File: src/rtl/button_bank.sv
// rtl/button_bank.sv - multi-channel button debouncer with press/release, long-press and auto-repeat
module button_bank #(
  parameter int N_BTN         = 5,
  parameter int NDELAY        = 650000,
  parameter int CNT_W         = 20,
  parameter int LONG_DELAY    = 100000000,
  parameter int REPEAT_PERIOD = 25000000,
  parameter int HOLD_W        = 27
) (
  input  logic             clk,
  input  logic             rst,
  input  logic [N_BTN-1:0] btn_in,
  input  logic [N_BTN-1:0] repeat_en,
  output logic [N_BTN-1:0] level,
  output logic [N_BTN-1:0] press,
  output logic [N_BTN-1:0] release_pulse,
  output logic [N_BTN-1:0] long_press,
  output logic [N_BTN-1:0] repeat_pulse
);

  typedef enum logic [1:0] {S_IDLE, S_HELD, S_REPEAT} hold_state_t;

  localparam logic [CNT_W-1:0]  NDELAY_C = CNT_W'(NDELAY);
  localparam logic [CNT_W-1:0]  CNT_ONE  = CNT_W'(1);
  localparam logic [HOLD_W-1:0] LONG_C   = HOLD_W'(LONG_DELAY);
  localparam logic [HOLD_W-1:0] PERIOD_C = HOLD_W'(REPEAT_PERIOD);
  localparam logic [HOLD_W-1:0] HOLD_ONE = HOLD_W'(1);

  logic [N_BTN-1:0]  sync_meta;
  logic [N_BTN-1:0]  sync_q;
  logic [N_BTN-1:0]  cand;
  logic [N_BTN-1:0]  prev;
  logic [N_BTN-1:0]  rpt_en_q;
  logic [CNT_W-1:0]  cnt          [N_BTN];
  hold_state_t       state        [N_BTN];
  hold_state_t       state_nxt    [N_BTN];
  logic [HOLD_W-1:0] hold_cnt     [N_BTN];
  logic [HOLD_W-1:0] hold_cnt_nxt [N_BTN];

  // Two-flop synchroniser followed by the stable-time filter; a change of the
  // synchronised level restarts the count, a saturated count commits the level.
  always_ff @(posedge clk or posedge rst) begin
    if (rst) begin
      sync_meta <= '0;
      sync_q    <= '0;
      cand      <= '0;
      level     <= '0;
      for (int i = 0; i < N_BTN; i++) cnt[i] <= '0;
    end else begin
      sync_meta <= btn_in;
      sync_q    <= sync_meta;
      for (int i = 0; i < N_BTN; i++) begin
        if (sync_q[i] != cand[i]) begin
          cand[i] <= sync_q[i];
          cnt[i]  <= '0;
        end else if (cnt[i] == NDELAY_C) begin
          level[i] <= cand[i];
        end else begin
          cnt[i] <= cnt[i] + CNT_ONE;
        end
      end
    end
  end

  // Registered edge detection on the debounced level.
  always_ff @(posedge clk or posedge rst) begin
    if (rst) begin
      prev          <= '0;
      press         <= '0;
      release_pulse <= '0;
    end else begin
      prev          <= level;
      press         <= level & ~prev;
      release_pulse <= ~level & prev;
    end
  end

  // Hold FSM state and counter; repeat_en is registered so a re-enabled
  // repeat always waits one full period from the cycle it was applied.
  always_ff @(posedge clk or posedge rst) begin
    if (rst) begin
      rpt_en_q <= '0;
      for (int i = 0; i < N_BTN; i++) begin
        state[i]    <= S_IDLE;
        hold_cnt[i] <= '0;
      end
    end else begin
      rpt_en_q <= repeat_en;
      for (int i = 0; i < N_BTN; i++) begin
        state[i]    <= state_nxt[i];
        hold_cnt[i] <= hold_cnt_nxt[i];
      end
    end
  end

  // Next-state and pulse decode; a release pulse always takes priority over
  // a long_press or repeat that would fire in the same cycle.
  always_comb begin
    long_press   = '0;
    repeat_pulse = '0;
    for (int i = 0; i < N_BTN; i++) begin
      state_nxt[i]    = state[i];
      hold_cnt_nxt[i] = hold_cnt[i];
      case (state[i])
        S_IDLE: begin
          if (press[i]) begin
            state_nxt[i]    = S_HELD;
            hold_cnt_nxt[i] = HOLD_ONE;
          end
        end
        S_HELD: begin
          if (release_pulse[i]) begin
            state_nxt[i] = S_IDLE;
          end else if (hold_cnt[i] == LONG_C) begin
            long_press[i]   = 1'b1;
            state_nxt[i]    = S_REPEAT;
            hold_cnt_nxt[i] = HOLD_ONE;
          end else begin
            hold_cnt_nxt[i] = hold_cnt[i] + HOLD_ONE;
          end
        end
        S_REPEAT: begin
          if (release_pulse[i]) begin
            state_nxt[i] = S_IDLE;
          end else if (!rpt_en_q[i]) begin
            hold_cnt_nxt[i] = HOLD_ONE;
          end else if (hold_cnt[i] == PERIOD_C) begin
            repeat_pulse[i] = 1'b1;
            hold_cnt_nxt[i] = HOLD_ONE;
          end else begin
            hold_cnt_nxt[i] = hold_cnt[i] + HOLD_ONE;
          end
        end
        default: begin
          state_nxt[i] = S_IDLE;
        end
      endcase
    end
  end

endmodule

File: config.mk
export PLATFORM = sky130hd
export DESIGN_NAME = button_bank
export DESIGN_NICKNAME = d
export VERILOG_FILES = /design/src/rtl/button_bank.sv
export SDC_FILE = /design/constraint.sdc
export NUM_CORES = 1
export LEC_CHECK = 0
export CORE_MARGIN = 10
export CORE_UTILIZATION = 38
export DETAILED_ROUTE_END_ITERATION = 16
export GPL_ROUTABILITY_DRIVEN = 0
export HOLD_SLACK_MARGIN = 0.12
export PLACE_DENSITY = 0.62
export RECOVER_POWER = 50
export SYNTH_ARGS = -nofsm -noshare
export SYNTH_HDL_FRONTEND = slang
export SYNTH_SLANG_ARGS = --single-unit
File: constraint.sdc
create_clock -name clk -period 9.59 [get_ports clk]
set_input_delay 0.959 -clock clk [delete_from_list [all_inputs] [get_ports clk]]
set_output_delay 0.959 -clock clk [all_outputs]
set_load 0.05 [all_outputs]
# Word-level counts from Yosys, hierarchy flattened
# Index checks and enable logic that the tools add are counted.
[word_totals] reg_bits=285
[op_classes] n_eq_ne=60 mux=105 bitwise_logic=9 n_addsub=10 n_reduce_logical=25
[op_table] op="27-bit two-way mux" count=30
[op_table] op="27-bit case mux with 3 select lines" count=5
[op_table] op="20-bit two-way mux" count=10
[op_table] op="27-bit by 1-bit adder with 27-bit output, second input constant" count=5
[op_table] op="27-bit by 25-bit == test with 1-bit output, second input constant" count=5
[op_table] op="27-bit == test, second input constant" count=5
[op_table] op="20-bit by 1-bit adder with 20-bit output, second input constant" count=5
[op_table] op="20-bit == test, second input constant" count=5
[op_table] op="2-bit inequality test, second input constant" count=25
[op_table] op="2-bit two-way mux" count=20
[op_table] op="1-bit two-way mux" count=35
[op_table] op="2-bit case mux with 3 select lines" count=5
[op_table] op="4-bit AND reduction" count=5
[op_table] op="3-bit inequality test, second input constant" count=5
[op_table] op="3-bit AND reduction" count=5
[op_table] op="3-bit nonzero test" count=5
[op_table] op="5-bit bitwise AND" count=2
[op_table] op="2-bit by 1-bit == test with 1-bit output, second input constant" count=5
[op_table] op="2-bit == test, second input constant" count=5
[op_table] op="2-bit zero test" count=5
[op_table] op="5-bit NOT" count=2
[op_table] op="2-bit AND reduction" count=5
[op_table] op="1-bit inequality test" count=5
[op_table] op="1-bit NOT" count=5

# Longest topological paths before layout
# Gate-level depths: netlist of the first run.
[logic_depth] word_depth=5 mapped_depth=10 depth_no_buf=8

# Worst setup path before layout of the first run
# OpenSTA, ideal clock, no wires.
[synth_path] path_kind="register to output" start="register hold_cnt[27] (netlist name)" end="output port repeat_pulse[3]" setup_slack_ns=5.745 n_path_buf=0 t_required_ns=8.631 t_arrival_ns=2.886 stages_incl_launch_ff=7 path_cell_list="dfrtp_1 inv_1 ha_1 nor4b_1 nand4_1 or4_2 nor3b_1"
[synth_via] elab_chain_cells=5
[synth_rtl] item="from (decl)" line_no="37" source="logic [HOLD_W-1:0] hold_cnt [N_BTN];"
[synth_rtl] item="from (signal, indexed assignment)" line_no="91" source="hold_cnt[i] <= hold_cnt_nxt[i];"
[synth_rtl] item="27-bit by 25-bit == test with 1-bit output" line_no="127" source="end else if (hold_cnt[i] == PERIOD_C) begin"
[synth_rtl] item="1-bit two-way mux" line_no="127"
[synth_rtl] item="1-bit two-way mux" line_no="125" source="end else if (!rpt_en_q[i]) begin"
[synth_rtl] item="1-bit two-way mux" line_no="123" source="if (release_pulse[i]) begin"
[synth_rtl] item="1-bit two-way mux" line_no="104" source="case (state[i])"
[synth_rtl] item="to (decl)" line_no="18" source="output logic [N_BTN-1:0] repeat_pulse"
# No other way between the ends.

# Worst setup path in the final report of the first run
# Ends and elaborated chain as after synthesis.

==> results of run 1 <==
[layer usage]
layer / vias up / share of wire [%] / wire, um
li1: 5640 / - / -
met1: 5587 / 47 / 14800
met2: 183 / 45 / 14100
met3: 64 / 4.7 / 1490
met4: 2 / 2.9 / 894
met5: - / 0.042 / 13
[synth_stat cells (4+ instances only)]
cell,number
nor2_1,240
a21oi_1,65
dfrtp_1,285
nand4b_1,4
a211oi_1,8
xor2_1,101
nor3b_1,5
nor2b_1,20
xnor2_1,60
nand3_1,93
nand4_1,61
buf_2,10
ha_1,38
mux2i_1,5
o21ai_0,59
or2_2,6
clkbuf_1,23
or3_1,22
a41oi_1,4
and3_1,36
a22o_1,8
nor4b_1,13
nor4_1,27
nand2_1,136
nor3_1,45
or4_1,9
a31oi_1,30
and2_1,14
inv_1,66
nand2b_1,13
a21o_1,8
and4_1,12
nor4bb_1,8
[power by group through the flow]
stage,clock [uW],combinational (uW),sequential [uW]
finish,1270,79.2,1230
global route,1360,93.4,1240
CTS,1320,84.6,1230
detailed placement,0,84.4,1260
global placement,0,82.2,1250
floorplan,0,59.2,1250
[final cells by class]
cell class / instances / area [um^2] / area share (%)
clock inverters: 17 / 220 / 1.31
multi-input cells: 1200 / 7210 / 43.0
inverters: 66 / 249 / 1.49
well taps: 518 / 648 / 3.87
flip-flops and latches: 285 / 7130 / 42.6
repair buffers: 44 / 425 / 2.54
clock buffers: 40 / 870 / 5.19
[worst paths after layout]
kind	startpoint	end	slack, ps	cells after the start
setup / recovery	hold_cnt[27]	repeat_pulse[3]	5080	7
hold / removal	sync_meta[1]	sync_q[1]	340	0
setup reg to reg	state[2]	hold_cnt[50]	6370	8
hold reg to reg	sync_meta[1]	sync_q[1]	340	0
max in group asynchronous	rst	hold_cnt[116]	5240	3
min in group asynchronous	rst	cnt[39]	2180	2
[placed cells by master (no fill, tap or decap), drive strengths merged, types with 4 or more instances in the layout]
master         count
xor2             101
nor4              28
ha                38
xnor2             60
clkinvlp           5
or2                7
or4               13
clkdlybuf4s50     25
a21oi             67
nor4bb             8
nor2b             20
and3              36
nor3b              5
a41oi              4
inv               65
and2              14
buf                6
clkbuf            42
nand4             62
bufinv             5
clkinv             8
nor2             243
nor3              46
nor4b             13
o21ai             60
dlygate4sd3       11
mux2i              5
a31oi             30
nand3             93
nand4b             4
dfrtp            285
or3               22
and4              12
a21o               8
a22o               8
nand2b            13
a211oi             9
o41ai              5
nand2            136
[worst reg2reg max path: stages (launching register included)]
cell	delay [ps]
dfrtp_1	410
inv_1	100
ha_1	250
or2_2	350
a211oi_2	630
nand2_1	160
a21oi_1	890
a31oi_1	160
a31oi_1	190
[through the flow]
stage	hold slack, ps	utilization (%)	worst slack, ps	instance area (um^2)
global route	355	43.4	4420	16800
floorplan	331	-	767	14800
finish	339	43.4	5080	16800
detailed placement	335	40.7	5650	15700
CTS	339	43.5	4990	16800
global placement	333	40.7	5740	15700
[cell families after synthesis]
group / after synthesis
AO/OA/AOI/OAI: 212
XOR/XNOR: 161
adder cells (fa/ha/maj): 38
buffers and inverters: 103
flip-flops: 285
multiplexers: 6
AND/OR/NAND/NOR: 783
==> flow_metrics.tcl, run 1 <==
set metrics [dict create \
    async_reset_ff_share_pct 100 \
    grt_max_degree 187 \
    numCtsBuffers 31 \
    critical_path_class "reg2out" \
    grt_pass1_wl_mm 55.1 \
    synth_xor_xnor_area_share_pct 9.55 \
    synth_compound_area_share_pct 8.83 \
    die_area_um2 47100 \
    p_seq_share_pct 47.7 \
    final-hold-violation-count 0 \
    vdd_drop_max_v 0.000119 \
    max_cap_violations 1 \
    worst-path-max-fanout 5 \
    slew_violations 100 \
    timing.fmax_mhz 222 \
    ys_warn_count 0 \
    syn_area_per_cell_um2 9.29 \
    hold_class "reg2reg" \
    fin_skew_ps 16.2 \
    largest_register_ffs 135 \
    cts_tree "done" \
    dp.cells 2113 \
    powerDensity_nw_per_um2 154 \
    yosys.area.top_type_share_pct 48.3 \
    fillerInstances 3752 \
    cts.repair.resized 0 \
    p_sw_uw 574 \
    finalWirelength_mm 31.3 \
    ys_ff_latch 285 \
    antenna_found_initial 1 \
    overflow 0 \
    synth_top_cell_by_area "dfrtp_1" \
    synth-edff-count 0 \
    top_regs "hold_cnt: 135 flops, cnt: 100 flops, state: 10 flops" \
    yosys_most_used_dff "dfrtp_1" \
    synthCells 1588 \
    synth_top_family_by_area "simple AND/OR/NAND/NOR gates" \
    ctsHoldBuffers 0 \
    clkSlewWorstSetupHoldPaths_ps 60 \
    layout_min_cycle_time_ps 4510 \
    use_met2_pct 21.3 \
    relSlewSlack_pct -198 \
    drt_iter0_markers 985 \
    crit_chain "inv_1, ha_1, nor4b_1, nand4_1, or4_2, nor3b_1, clkdlybuf4s50_1" \
    syn-num-nets 1638 \
    start_util_pct 38.3 \
    synthAdderAreaFrac_pct 3.22 \
    ys_seq_area_share_pct 48.3 \
    internal-power_uw 2010 \
    area_growth_pct 13.5 \
    wl_per_cell_um 14.4 \
    status "complete, but fails checks" \
    total_power_uw 2590 \
    yosysUniqueCellTypes 69 \
    setup_viol 0 \
    nets 1678 \
    arrival_ps 3550 \
    worst_slew_pin_slew_ps 4440 \
    cpMaxStageDelayCell "clkdlybuf4s50_1" \
    clkPwrFrac_pct 49.2 \
    rows 72 \
    synthMuxAreaShare_pct 0.415 \
    diodes 0 \
    drt_pass1_iterations 5 \
    worstPathRequired_ps 8630 \
    port-buffer-count 36 \
    end_kind "output pin" \
    path_delay_family "simple AND/OR/NAND/NOR gates" \
    clock-sinks 285 \
    rsz0062_at_grt "false" \
    clockBufferDepth 3 \
    die_y_um 217 \
    met3_usage_pct 2.90 \
    fin_setup_tns_ps 0 \
    grt_use_total_pct 13.4 \
    yosys-top-cells-area "dfrtp_1, nor2_1, xor2_1" \
    num_vias 11500 \
    swShare_pct 22.2 \
    gr-usage-met1_pct 18.0 \
    clock_latency_ps 580 \
    h-tree-depth 1 \
    layout.cells.non_filler 2170 \
    p_leak_uw 0.00699 \
    hpwl_mm 20.9 \
    die_x_um 217 \
    design.core.area_um2 38600 \
    grt_pass1_vias 11300 \
    largest-register "hold_cnt" \
    post-cts-setup-buffer-count 0 \
    start_kind "flip-flop" \
    netlist_area_um2 14800 \
    antenna_left 0 \
    cp_slowest_stage_delay_ps 850 \
    viasPerCell 5.29 \
    pwr-share-comb_pct 3.1 \
    post_route_cells_drive_above_1_share_pct 5.02 \
    violations "max-capacitance violations, max-slew violations" \
    ios 37 \
    cp_num_buf_inv 2 \
    busiest_layer "met2" \
    drc 0 \
    synth-simple-area-share_pct 26.9 \
    period_share_pct 47.0 \
    root_buffer "clkbuf_16" \
]
Power figures use the tool's default switching activity.
==> run 2: changes to the inputs <==
clock period = 4.7 ns   (was 9.59 ns; I/O delays follow)
==> run 2 against run 1 <==
  * The run still ends with max-capacitance violations, max-slew violations left
  * Count of clock-buffer cells in the layout up 9
  * Global-route usage down 0.13 points
  * Register-to-register slack worse by 4600 ps
  * Non-clock buffer count up 7
  * Core utilization down 0.068 points
  * Sequential power up 100%
  * Wire length down 0.51%
  * Critical path depth unchanged
  * Combinational power up 99%
  * Total power up 97%
==> flow_metrics.tcl, run 2 (synthesized netlist as in run 1, its figures left out) <==
set metrics [dict create \
    status "complete, but fails checks" \
    violations "max-capacitance violations, max-slew violations" \
    numCtsBuffers 31 \
    final-hold-violation-count 0 \
    grt_pass1_wl_mm 54.6 \
    clkSlewWorstSetupHoldPaths_ps 60 \
    utilization_pct 43.4 \
    fin_setup_tns_ps 0 \
    hpwl_mm 21.2 \
    antenna_left 0 \
    cp_slowest_stage_delay_ps 830 \
    crit_chain "inv_1, ha_1, nor4b_1, nand4_1, or4_2, nor3b_1, clkdlybuf4s50_1" \
    end_kind "output pin" \
    worstPathRequired_ps 4230 \
    relSlewSlack_pct -97.9 \
    clock_latency_ps 570 \
    start_kind "flip-flop" \
    root_buffer "clkbuf_16" \
    cts_tree "done" \
    arrival_ps 3530 \
    final_common_cell "dfrtp_1" \
    die_x_um 217 \
    max_cap_violations 2 \
    placed_cell_area_um2 15700 \
    hold_class "reg2reg" \
    post-cts-setup-buffer-count 0 \
    port-buffer-count 36 \
    vdd_drop_max_v 0.000261 \
    postLayoutCellArea_um2 16700 \
    multi_input_area_um2 7220 \
    drt_iter0_markers 844 \
    period_share_pct 85.1 \
    largest_register_ffs 135 \
    cpMaxStageDelayCell "clkdlybuf4s50_1" \
    largest-register "hold_cnt" \
    drt_pass1_iterations 5 \
    p_leak_uw 0.00699 \
    total_power_uw 5090 \
    nets 1685 \
    ios 37 \
    viasPerCell 5.23 \
    drc 0 \
    worst_slew_pin_slew_ps 2970 \
    design.core.area_um2 38600 \
    top_regs "hold_cnt: 135 flops, cnt: 100 flops, state: 10 flops" \
    clockBufferDepth 3 \
    cts.repair.resized 0 \
    slew_violations 162 \
    powerDensity_nw_per_um2 304 \
    h-tree-depth 1 \
    seqCellArea_um2 7130 \
    critical_path_class "reg2out" \
    hold-worst-slack_ps 354 \
    grt_use_total_pct 13.3 \
    fillerInstances 3757 \
    worst-path-max-fanout 5 \
    fin_skew_ps 6.78 \
    timing.fmax_mhz 250 \
    area_growth_pct 13.3 \
    grt_pass1_vias 11400 \
    rsz0062_at_grt "false" \
    layout_min_cycle_time_ps 4000 \
    finalWirelength_mm 31.1 \
    setup_viol 0 \
    wl_per_cell_um 14.3 \
    antenna_found_initial 0 \
    die_area_um2 47100 \
    rows 72 \
    die_y_um 217 \
    ctsHoldBuffers 0 \
    post_route_cells_drive_above_1_share_pct 5.25 \
    overflow 0 \
    final_cell_mix "dfrtp_1, nor2_1, nand2_1" \
    grt_max_degree 124 \
    start_util_pct 38.3 \
    clock-sinks 285 \
    num_vias 11400 \
]
## run 2: cell types whose count changed in the layout (fill, tap and decap cells not counted), moves of 2 or more
cell        before  now
bufinv_16        5    1
clkbuf_2         0    3
buf_4            5    8
clkbuf_8         6   11
clkbuf_1         5   11
clkinv_2         8    4
o41ai_1          4    2
clkinvlp_4       4    0
o41ai_2          1    3
or2_0            2    0
## run 2: cell type report
class,count,share of cell area [%]
Multi-Input combinational cell,1200,43.2
Sequential cell,285,42.6
Clock buffer,49,5.70
Tap cell,518,3.88
Timing Repair Buffer,51,2.69
Inverter,66,1.49
Clock inverter,7,0.404
Antenna cell,1,0.0150
## run 2: metrics by stage
step,std cells,worst slack [ps]
finish,2177,701
CTS,2176,648
global placement,2120,1340
detailed placement,2120,1290
floorplan,1588,453
global route,2176,247
## run 2: layer usage
metal | up-vias | GRT usage [%] | share of wire, %
met3 | 48 | 2.43 | 3.6
met1 | 5542 | 17.4 | 48
li1 | 5654 | - | -
met2 | 134 | 22.3 | 47
met5 | - | 0 | 0
met4 | 0 | 3.12 | 1.9
## run 2: worst paths after layout
check | startpoint | end | slack (ps) | cells past startpoint
setup / recovery | hold_cnt[27] | repeat_pulse[3] | 700 | 7
hold / removal | sync_meta[0] | sync_q[0] | 350 | 0
setup reg to reg | state[2] | hold_cnt[53] | 1750 | 9
hold reg to reg | sync_meta[0] | sync_q[0] | 350 | 0
max in group asynchronous | rst | cnt[47] | 1000 | 4
min in group asynchronous | rst | prev[1] | 1120 | 3
## run 2: critical path, delay by kind of cell, from the launching register on
kind                       cells  cell delay, ps
adders and majority gates      1             160
DFF                            1             420
and+or+nand+nor                4            1420
buffers and inverters          2             950
## run 2: where the power goes
group	leakage (uW)	switching, uW	total (uW)	internal [uW]
clock network	0.000508	981	2420	1430
registers	0.00392	32.9	2520	2480
logic	0.00256	111	158	47.1
